### config.mk
export PLATFORM = sky130hd
export DESIGN_NAME = segasys1_prgdec_hs
export DESIGN_NICKNAME = d
export VERILOG_FILES = /design/src/rtl/segasys1_prgdec_hs.sv
export SDC_FILE = /design/constraint.sdc
export NUM_CORES = 2
export LEC_CHECK = 0
export BUFFER_PORTS_ARGS = -buffer_cell sky130_fd_sc_hd__clkbuf_2
export CORE_MARGIN = 3
export CORE_UTILIZATION = 25
export DETAILED_ROUTE_END_ITERATION = 8
export PLACE_DENSITY_LB_ADDON = 0.1
export RECOVER_POWER = 25
export SLEW_MARGIN = 25
export SYNTH_ARGS = -nofsm -noshare
export SYNTH_HDL_FRONTEND = slang
export SYNTH_SLANG_ARGS = --single-unit
### constraint.sdc
create_clock -name clk -period 4.3 [get_ports clk]
set_input_delay 0.645 -clock clk [delete_from_list [all_inputs] [get_ports clk]]
set_output_delay 0.645 -clock clk [all_outputs]
set_load 0.005 [all_outputs]
### src/rtl/segasys1_prgdec_hs.sv
// System 1 program-ROM decryptor (type-1 table, type-2 swap+XOR, bypass) with
// download-time type detection, req/ack ROM handshake and a one-entry fetch cache.
module segasys1_prgdec_hs #(
  parameter int unsigned AW       = 15,
  parameter logic [24:0] T1_BASE  = 25'h58400,
  parameter logic [24:0] T2_BASE  = 25'h48000,
  parameter int unsigned DETECT_N = 128
) (
  input  logic          clk,
  input  logic          rst_n,
  input  logic          cpu_req,
  input  logic          cpu_m1,
  input  logic [AW-1:0] cpu_ad,
  output logic          cpu_ack,
  output logic [7:0]    cpu_dt,
  output logic          rom_req,
  output logic [AW-1:0] rom_ad,
  input  logic          rom_ack,
  input  logic [7:0]    rom_dt,
  input  logic          dl_wr,
  input  logic [24:0]   dl_ad,
  input  logic [7:0]    dl_dt,
  input  logic [1:0]    mode_force,
  output logic [1:0]    mode
);

  typedef enum logic [1:0] {IDLE, FETCH, DEC, ACK} state_t;

  logic [7:0] t1_ram [128];
  logic [7:0] xr_ram [128];
  logic [7:0] sw_ram [128];
  logic       t1_we, xr_we, sw_we;

  always_comb begin
    t1_we = dl_wr && (dl_ad >= T1_BASE) && (dl_ad <= T1_BASE + 25'd127);
    xr_we = dl_wr && (dl_ad >= T2_BASE) && (dl_ad <= T2_BASE + 25'd127);
    sw_we = dl_wr && (dl_ad >= T2_BASE + 25'd128) && (dl_ad <= T2_BASE + 25'd255);
  end

  always_ff @(posedge clk) begin
    if (t1_we) t1_ram[dl_ad[6:0]] <= dl_dt;
    if (xr_we) xr_ram[dl_ad[6:0]] <= dl_dt;
    if (sw_we) sw_ram[dl_ad[6:0]] <= dl_dt;
  end

  // Source bits for output bits (6,4,2,0), one octal digit each.
  function automatic logic [11:0] swap_map(input logic [7:0] s);
    case (s)
      8'd0:  return 12'o6420;  8'd1:  return 12'o4620;  8'd2:  return 12'o2460;
      8'd3:  return 12'o0426;  8'd4:  return 12'o6240;  8'd5:  return 12'o6024;
      8'd6:  return 12'o6402;  8'd7:  return 12'o2640;  8'd8:  return 12'o4260;
      8'd9:  return 12'o4602;  8'd10: return 12'o6042;  8'd11: return 12'o0642;
      8'd12: return 12'o4062;  8'd13: return 12'o0462;  8'd14: return 12'o6204;
      8'd15: return 12'o2604;  8'd16: return 12'o0624;  8'd17: return 12'o2064;
      8'd18: return 12'o0264;  8'd19: return 12'o4206;  8'd20: return 12'o2406;
      8'd21: return 12'o4026;  8'd22: return 12'o2046;  8'd23: return 12'o0246;
      default: return 12'o0000;
    endcase
  endfunction

  state_t          state_q, state_d;
  logic [15:0]     cnt0_q, cnt0_d, cnt2_q, cnt2_d;
  logic [1:0]      auto_mode, mode_prev_q;
  logic            inval, hit;
  logic            cpu_ack_q, cpu_ack_d, rom_req_q, rom_req_d;
  logic [7:0]      cpu_dt_q, cpu_dt_d, raw_q, raw_d;
  logic [AW-1:0]   rom_ad_q, rom_ad_d, ha_q, ha_d;
  logic            m1_q, m1_d, ok_q, ok_d, hv_q, hv_d, hm1_q, hm1_d;
  logic [7:0]      hb_q, hb_d;
  logic            f;
  logic [6:0]      t1_idx, t2_idx;
  logic [7:0]      swp, perm, dec;
  logic [11:0]     map;

  always_comb begin
    cnt0_d = cnt0_q;
    cnt2_d = cnt2_q;
    if (dl_wr) begin
      if (dl_ad >= T1_BASE) begin
        cnt0_d = (dl_dt != 8'd0)  ? '0 : ((cnt0_q == '1) ? cnt0_q : cnt0_q + 16'd1);
        cnt2_d = (dl_dt >= 8'd24) ? '0 : ((cnt2_q == '1) ? cnt2_q : cnt2_q + 16'd1);
      end else begin
        cnt0_d = '0;
        cnt2_d = '0;
      end
    end
    if (32'(cnt0_q) >= DETECT_N)      auto_mode = 2'd0;
    else if (32'(cnt2_q) >= DETECT_N) auto_mode = 2'd2;
    else                              auto_mode = 2'd1;
    mode  = (mode_force == 2'd0) ? auto_mode : mode_force - 2'd1;
    inval = dl_wr || (mode != mode_prev_q);
  end

  always_comb begin
    f      = raw_q[7];
    t1_idx = {rom_ad_q[12], rom_ad_q[8], rom_ad_q[4], rom_ad_q[0], ~m1_q, raw_q[5] ^ f, raw_q[3] ^ f};
    t2_idx = {rom_ad_q[14], rom_ad_q[12], rom_ad_q[9], rom_ad_q[6], rom_ad_q[3], rom_ad_q[0], ~m1_q};
    swp    = sw_ram[t2_idx];
    map    = swap_map(swp);
    perm   = '0;
    if (swp < 8'd24)
      perm = {raw_q[7], raw_q[map[11:9]], raw_q[5], raw_q[map[8:6]],
              raw_q[3], raw_q[map[5:3]],  raw_q[1], raw_q[map[2:0]]};
    case (mode)
      2'd1:    dec = (raw_q & 8'h57) | (t1_ram[t1_idx] ^ {f, 1'b0, f, 1'b0, f, 3'b000});
      2'd2:    dec = perm ^ xr_ram[t2_idx];
      default: dec = raw_q;
    endcase
  end

  always_comb begin
    state_d   = state_q;
    cpu_ack_d = 1'b0;
    cpu_dt_d  = cpu_dt_q;
    rom_req_d = rom_req_q;
    rom_ad_d  = rom_ad_q;
    raw_d     = raw_q;
    m1_d      = m1_q;
    ok_d      = ok_q;
    hv_d      = hv_q;
    ha_d      = ha_q;
    hm1_d     = hm1_q;
    hb_d      = hb_q;
    hit       = hv_q && !inval && (hm1_q == cpu_m1) && (ha_q == cpu_ad);
    case (state_q)
      IDLE: if (cpu_req) begin
        if (hit) begin
          cpu_dt_d  = hb_q;
          cpu_ack_d = 1'b1;
          state_d   = ACK;
        end else begin
          rom_req_d = 1'b1;
          rom_ad_d  = cpu_ad;
          m1_d      = cpu_m1;
          ok_d      = 1'b1;
          state_d   = FETCH;
        end
      end
      FETCH: if (rom_ack) begin
        raw_d     = rom_dt;
        rom_req_d = 1'b0;
        state_d   = DEC;
      end
      DEC: begin
        cpu_dt_d  = dec;
        cpu_ack_d = 1'b1;
        state_d   = ACK;
      end
      default: begin
        state_d = IDLE;
        if (ok_q) begin
          hv_d  = 1'b1;
          ha_d  = rom_ad_q;
          hm1_d = m1_q;
          hb_d  = cpu_dt_q;
          ok_d  = 1'b0;
        end
      end
    endcase
    // Any table write or mode change kills both the cache and an in-flight fill.
    if (inval) begin
      hv_d = 1'b0;
      ok_d = 1'b0;
    end
  end

  always_ff @(posedge clk or negedge rst_n) begin
    if (!rst_n) begin
      state_q     <= IDLE;
      cnt0_q      <= '0;
      cnt2_q      <= '0;
      mode_prev_q <= 2'd1;
      cpu_ack_q   <= 1'b0;
      cpu_dt_q    <= '0;
      rom_req_q   <= 1'b0;
      rom_ad_q    <= '0;
      raw_q       <= '0;
      m1_q        <= 1'b0;
      ok_q        <= 1'b0;
      hv_q        <= 1'b0;
      ha_q        <= '0;
      hm1_q       <= 1'b0;
      hb_q        <= '0;
    end else begin
      state_q     <= state_d;
      cnt0_q      <= cnt0_d;
      cnt2_q      <= cnt2_d;
      mode_prev_q <= mode;
      cpu_ack_q   <= cpu_ack_d;
      cpu_dt_q    <= cpu_dt_d;
      rom_req_q   <= rom_req_d;
      rom_ad_q    <= rom_ad_d;
      raw_q       <= raw_d;
      m1_q        <= m1_d;
      ok_q        <= ok_d;
      hv_q        <= hv_d;
      ha_q        <= ha_d;
      hm1_q       <= hm1_d;
      hb_q        <= hb_d;
    end
  end

  assign cpu_ack = cpu_ack_q;
  assign cpu_dt  = cpu_dt_q;
  assign rom_req = rom_req_q;
  assign rom_ad  = rom_ad_q;

endmodule

[Word-level counts from Yosys, hierarchy flattened]
Memories as Yosys holds them, arrays and structs flattened.
Cells that the tools add are included.
Storage, ports and cells
  bits of input ports: 64
  word-level logic and storage cells: 138
  output and inout bits: 27
  memories: 4
  bits in read-only memories: 256
  RAM bits: 3072
  register bits after elaboration: 96
Operators by class
  add/sub/neg operators: 3
  mux-type cells: 45
  bitwise gates (word level): 8
  eq/ne operators: 19
  reductions and logical operators: 30
  order comparisons: 14
Memory list
  sw_ram: depth 128, width 8, rd ports 1, clocked after Yosys merged registers in 0, wr ports 1, RTL line 31  | logic [7:0] sw_ram [128];
  t1_ram: depth 128, width 8, rd ports 1, clocked after Yosys merged registers in 0, wr ports 1, RTL line 29  | logic [7:0] t1_ram [128];
  xr_ram: depth 128, width 8, rd ports 1, clocked after Yosys merged registers in 0, wr ports 1, RTL line 30  | logic [7:0] xr_ram [128];
  (name not given): depth 32, width 8, rd ports 1, clocked after Yosys merged registers in 0, wr ports 0, RTL line 48  | case (s)
Operators with widths (count)
  2-to-1 mux 16 bit: 6
  greater-or-equal comparator 25 x 19 -> 1 bit (second input constant): 3
  less-or-equal comparator 25 x 19 -> 1 bit (second input constant): 3
  adder 16 x 1 -> 16 bit (second input constant): 2
  equality test 16 bit (second input constant): 2
  greater-or-equal comparator 16 x 8 -> 1 bit (second input constant): 2
  case mux 8 bit (2 select lines): 2
  2-to-1 mux 8 bit: 3
  2-to-1 mux 1 bit: 19
  less-than comparator 3 x 4 -> 1 bit (second input constant): 4
  bitwise XOR 8 bit: 2
  equality test 15 bit: 1
  binary-select mux 1 bit (select 3 bit): 4
  2-to-1 mux 12 bit: 1
  2-to-1 mux 2 bit: 6
  != test 3 bit (second input constant): 4
  AND reduction 2 bit: 6
  logical AND 1 bit: 9
  AND reduction 3 bit: 3
  greater-or-equal comparator 8 x 5 -> 1 bit (second input constant): 1
  less-than comparator 8 x 5 -> 1 bit (second input constant): 1
  != test 2 bit (second input constant): 4
  bitwise OR 7 x 8 -> 8 bit: 1
  nonzero test 8 bit: 1
  other kinds (18): 29

[Logic depth before layout (Yosys ltp)]
  word-level depth: 14
  depth in mapped cells: 22
  gate-level depth less buffers: 16

[Worst setup path after synthesis]
No wires, ideal clock.
  kind: register -> register
  start: register rom_ad_q[0] (netlist: rom_ad[0])
  end: register cpu_dt_q[2] (netlist: cpu_dt[2])
  path buffers: 3
  setup slack: 0.055 ns
  data arrival time: 4.165 ns
  required time: 4.220 ns
  cell stages (with the launch flop): 19
  setup time: 0.080 ns
  clock period less this slack: 4.245 ns
  cell sequence: dfrtp_1 > buf_6 > buf_6 > buf_6 > mux4_2 > mux4_2 > o22ai_1 > nor4_1 > nor3b_2 > nand2_1 > inv_1 > ha_1 > nor3_1 > o21a_1 > o31ai_2 > and4b_1 > o31a_1 > nor4_1 > a2bb2oi_1
Between the ends
  cells in the longest elaborated chain, start to end: 9
  elaborated cells on any way between the ends: 15
  classes of those cells: order compare (1); mux (6); bitwise (3); reduce/logical (1); memory (4)
RTL lines
  start: declaration: RTL line 67  | logic [AW-1:0] rom_ad_q, rom_ad_d, ha_q, ha_d;
  start signal: assignment: RTL line 192  | rom_ad_q <= rom_ad_d;
  memory (128 x 8 bit)
  memory (32 x 8 bit) / zero test 3 bit (equally long branches)
  2-to-1 mux 12 bit: RTL line 48
  binary-select mux 1 bit (select 3 bit): RTL line 103  | raw_q[3], raw_q[map[5:3]], raw_q[1], raw_q[map[2:0]]};
  2-to-1 mux 1 bit (not written as such): RTL line 103
  2-to-1 mux 8 bit: RTL line 101  | if (swp < 8'd24)
  bitwise XOR 8 bit: RTL line 106  | 2'd2: dec = perm ^ xr_ram[t2_idx];
  case mux 8 bit (2 select lines) (*): RTL line 104  | case (mode)
  case mux 8 bit (2 select lines) (*): RTL line 125  | case (state_q)
  end signal: assignment: RTL line 190  | cpu_dt_q <= cpu_dt_d;
  end: declaration: RTL line 66  | logic [7:0] cpu_dt_q, cpu_dt_d, raw_q, raw_d;
Every way passes the cells marked *; elsewhere a longest branch is shown, timed or not. The select of a mux whose other input is x is not followed.
A chain may end at the register's enable or synchronous reset.

[Worst setup path in the final report]
Ends and elaborated chain as after synthesis.

==> parameters.txt <==
Parameter                              Value

Synthesis
  Number of warnings printed during yosys synthesis    0
  Post-synthesis sequential element count    3168
  Net count after synthesis    5937
  Count of flip-flops with a built-in enable after synthesis    3072
  Async set-or-reset flop fraction in the synthesized netlist    3.03%
  Post-synthesis instance total    5855
  Synthesized area per cell    21.1 sq um
  Number of unique standard cell types used by synthesis    83
  Share of synthesized area occupied by flip-flops and latches    76.7%
  Most used flip-flop cell after synthesis    sky130_fd_sc_hd__edfxtp_1
  Synthesized area    123000 sq um

Run status
  Failing checks    capacitance limit, slew limit, setup timing
  Result of the run    finished with violations

GRT
  Initial antenna violation count    46
  Pin count of the biggest net entering global routing    171
  Total congestion overflow    0
  First-pass GRT wire length    571000 microns
  Number of global-route vias before repair    65400
  Global-route total usage across every layer    16.4%

Floorplanning
  Die Span X    709 microns
  Boundary Pins    91
  Chip Height    709 microns
  Core Box Area    491000 sq um
  Die area    502000 sq um
  Floorplan row count    257
  Initial core utilization    25.1%

Clocking
  CTS sink cnt    3168
  Cts bufs inserted    365
  Clk root buf    sky130_fd_sc_hd__clkbuf_16
  Insertion delay to the later sink of the worst-skew pair    0.98 ns
  CTS tree    done
  CTS H-tree lvls    5
  Clock transition time at the flip-flop clock pins of the worst setup and hold paths    0.06 ns
  Worst-case clock buffer depth    4

Worst setup path
  Critical path's top delay family    simple AND/OR/NAND/NOR gates
  Type of the setup path with the least slack    reg -> reg
  Ordered list of cells on the worst path    buf_12 -> buf_12 -> buf_16 -> nor2b_1 -> buf_12 -> buf_4 -> a22oi_1 -> a21oi_1 -> or4_4 -> and4_4 -> ha_4 -> or3_4 -> buf_4 -> nand3_1 -> and4b_1 -> o31a_1 -> nor4_4 -> buf_4 -> a2bb2oi_2
  Crit end category    flip-flop
  Sort of element at the start of the critical path    flip-flop
  Largest fanout of any net on the critical path    18
  Critical-path top delay cell    sky130_fd_sc_hd__dfrtp_4
  Critical path buffers and inverters    7
  Required time at the worst-slack endpoint    5.20 ns
  Worst path arrival time    5.25 ns
  Max stage delay on crit path    0.51 ns

Placement
  Buffers on Ports    90
  Final GP Congestion    0.807
  Placed wire-length estimate after detailed placement    282000 microns
  Inst Count DP    13000
  Worst slack after detailed placement    -0.475 ns

Timing
  Worst relative slew slack    -101%
  RSZ-0062 raised after global routing    yes
  Final WS setup    -0.0477 ns
  Transition time at the pin with the least slew margin    3.01 ns
  Hold violation count in the final report    0
  Setup-violating endpoint count in the final report    2
  Fin. max-slew vios    1008
  Part of the cycle the worst path needs    101%
  Max Clock Freq    0.230 GHz
  Final min period    4.35 ns
  Clock skew    0.0436 ns

Final layout
  Proportion of layout cells with a drive suffix above 1    34.7%
  Total Nets Final    6997
  # fillers    47300
  Post-Layout Cell Count    13700
  Synthesis-to-finish area growth    22.6%
  Post-route core utilization    30.8%

Power and ir drop
  Relative contribution of the clock network to total power    29.3%
  Net switching power of the design    0.0341 W
  Peak VDD IR    407 uV
  Power density over cell area    689 nW/um^2
  Leak Pwr    47.9 nW
  Proportion of power drawn by flip-flops and latches    33.3%
  Internal power component    0.0702 W
  Switching Share    32.7%
  Combinational cell fraction of total power    37.4%

Route
  Routed wire length per instance    30.6 microns
  Number of iterations in the first detailed-routing pass    5
  DRT Wirelength    420000 microns
  Drt via density    4.62
  Number of routed nets with antenna violations    0
  Violation count after the first detailed-route iteration    5982
  Routed vias    63300
  Post-detailed-route DRC marker count    0

Run
  Maximum Capacitance Violations    14

Hold path
  Type of the worst min-delay path    in -> reg
-- per-layer routing --
| metal | global-route usage (%) | part of all wire (%) | up-vias |
|---|---|---|---|
| li1 | - | - | 26500 |
| met1 | 22.4 | 44 | 34600 |
| met2 | 27.0 | 48 | 1637 |
| met3 | 3.19 | 5.5 | 462 |
| met4 | 3.67 | 2.0 | 16 |
| met5 | 0 | 0.023 | - |
-- state kept, by name, indices dropped and copies added, names as in the netlist --
register,flops
rom_req,1
cpu_dt,8
t1_ram,1024
ok_q,1
rom_ad,15
ha_q,15
sw_ram,1024
raw_q,8
xr_ram,1024
cnt0_q,16
hv_q,1
m1_q,1
state_q,2
hb_q,8
cpu_ack,1
mode_prev_q,2
cnt2_q,16
hm1_q,1
-- layout by cell type, fill, tap and decap left out, drive strengths merged, types with 15 or more instances in the layout --
cell,count
dfrtp,95
o22ai,17
inv,47
nor3,88
mux4,808
xnor2,23
or3,18
ha,18
edfxtp,3072
o31ai,15
dlygate4sd3,20
a22oi,24
nor4,85
diode,22
mux2,70
a21oi,78
mux2i,96
a211oi,30
nor2b,15
xor2,17
nand2,216
o21ai,56
bufinv,31
clkinv,151
clkbuf,568
buf,870
nand3,30
nor2,458
-- stage by stage --
stage               power (W)  hold WS (ns)  instance area, sq um  TNS (ns)
global placement       0.0731         0.484                138000     -2.79
CTS                     0.106        0.0125                151000    -0.378
floorplan              0.0550         0.349                123000         0
detailed placement     0.0730         0.479                138000     -2.61
global route            0.109        0.0486                151000     -2.26
finish                  0.104         0.109                151000   -0.0573
-- cell usage after synthesis, types with 6 or more instances --
master	n	area (sq um)
sky130_fd_sc_hd__edfxtp_1	3072	92200
sky130_fd_sc_hd__a21oi_1	78	390
sky130_fd_sc_hd__buf_6	18	203
sky130_fd_sc_hd__nor2_1	457	1720
sky130_fd_sc_hd__nand4_1	12	75.1
sky130_fd_sc_hd__inv_1	35	131
sky130_fd_sc_hd__ha_1	18	225
sky130_fd_sc_hd__clkbuf_1	147	552
sky130_fd_sc_hd__o31ai_1	13	97.6
sky130_fd_sc_hd__a2111oi_0	10	87.6
sky130_fd_sc_hd__buf_1	26	97.6
sky130_fd_sc_hd__nor3b_1	6	45.0
sky130_fd_sc_hd__a22o_1	6	52.6
sky130_fd_sc_hd__and3_1	12	75.1
sky130_fd_sc_hd__nor3_1	88	440
sky130_fd_sc_hd__mux4_2	808	18200
sky130_fd_sc_hd__nand2b_1	14	87.6
sky130_fd_sc_hd__xnor2_1	23	201
sky130_fd_sc_hd__a22oi_1	24	180
sky130_fd_sc_hd__or3_1	18	113
sky130_fd_sc_hd__buf_2	103	515
sky130_fd_sc_hd__o2111ai_1	6	52.6
sky130_fd_sc_hd__o21ai_0	53	265
sky130_fd_sc_hd__nand3_1	30	150
sky130_fd_sc_hd__nor4b_1	6	52.6
sky130_fd_sc_hd__or4_1	8	60.1
sky130_fd_sc_hd__mux2_2	70	788
sky130_fd_sc_hd__o22ai_1	17	106
sky130_fd_sc_hd__a221oi_1	13	114
sky130_fd_sc_hd__nand2_1	216	811
sky130_fd_sc_hd__nor2b_1	15	93.8
sky130_fd_sc_hd__xor2_1	17	149
sky130_fd_sc_hd__a211oi_1	29	218
sky130_fd_sc_hd__mux2i_1	96	961
sky130_fd_sc_hd__nor4_1	84	526
sky130_fd_sc_hd__dfrtp_1	95	2380
sky130_fd_sc_hd__buf_4	19	143
sky130_fd_sc_hd__and2_1	8	50.1
-- worst paths after layout --
kind	start	end	slack, ns	depth (start not counted)
setup / recovery	rom_ad[0]	cpu_dt[2]	-0.05	19
hold / removal	rom_dt[3]	raw_q[3]	0.11	2
setup reg to reg	rom_ad[0]	cpu_dt[2]	-0.05	19
hold reg to reg	hb_q[2]	hb_q[2]	0.49	2
max in group asynchronous	rst_n	rom_ad[4]	3.09	3
min in group asynchronous	rst_n	mode_prev_q[1]	0.34	3
-- worst register-to-register path, stage by stage, from the launching register on --
cell	delay, ns
sky130_fd_sc_hd__dfrtp_4	0.51
sky130_fd_sc_hd__buf_12	0.15
sky130_fd_sc_hd__buf_12	0.15
sky130_fd_sc_hd__buf_16	0.18
sky130_fd_sc_hd__nor2b_1	0.17
sky130_fd_sc_hd__buf_12	0.14
sky130_fd_sc_hd__buf_4	0.15
sky130_fd_sc_hd__a22oi_1	0.17
sky130_fd_sc_hd__a21oi_1	0.10
sky130_fd_sc_hd__or4_4	0.50
sky130_fd_sc_hd__and4_4	0.24
sky130_fd_sc_hd__ha_4	0.16
sky130_fd_sc_hd__or3_4	0.40
sky130_fd_sc_hd__buf_4	0.15
sky130_fd_sc_hd__nand3_1	0.09
sky130_fd_sc_hd__and4b_1	0.22
sky130_fd_sc_hd__o31a_1	0.32
sky130_fd_sc_hd__nor4_4	0.20
sky130_fd_sc_hd__buf_4	0.14
sky130_fd_sc_hd__a2bb2oi_2	0.13
-- kinds of logic after synthesis --
family / synth area share (%)
DFF: 76.7
and+or+nand+nor: 3.61
muxes: 16.2
buffers and inverters: 1.34
AOI/OAI and AO/OA: 1.74
xor gates and xnor gates: 0.284
adders and majority gates: 0.182
-- power groups by stage --
stage | combinational, W | clock [W] | sequential [W]
after floorplan | 0.0201 | 0 | 0.0349
after global placement | 0.0378 | 0 | 0.0353
after detailed placement | 0.0376 | 0 | 0.0353
after CTS | 0.0393 | 0.0316 | 0.0347
after global routing | 0.0413 | 0.0329 | 0.0347
final | 0.0390 | 0.0306 | 0.0347
-- timing repair --
item | in CTS | in global routing
endpoints found under the setup margin | 8 | 8
hold endpoints to repair | 136 | 0
gates resized for setup | 83 | 90
pin swaps | 18 | 34
hold buffers | 20 | 0
setup buffers | 21 | 15
cloned | 8 | 4
-- layout make-up --
class                      count  area [sq um]  area share (%)
tap                         6475          8100            5.36
clock buffer                 458          9680            6.40
clock inverter               200          1930            1.27
multi-input combinational   2337         27900            18.5
sequential                  3168         94700            62.6
timing repair buffer        1006          8760            5.79
inverter                      37           151           0.100
antenna                       22          55.1          0.0364
No activity file was read; power rests on OpenSTA's default activity.
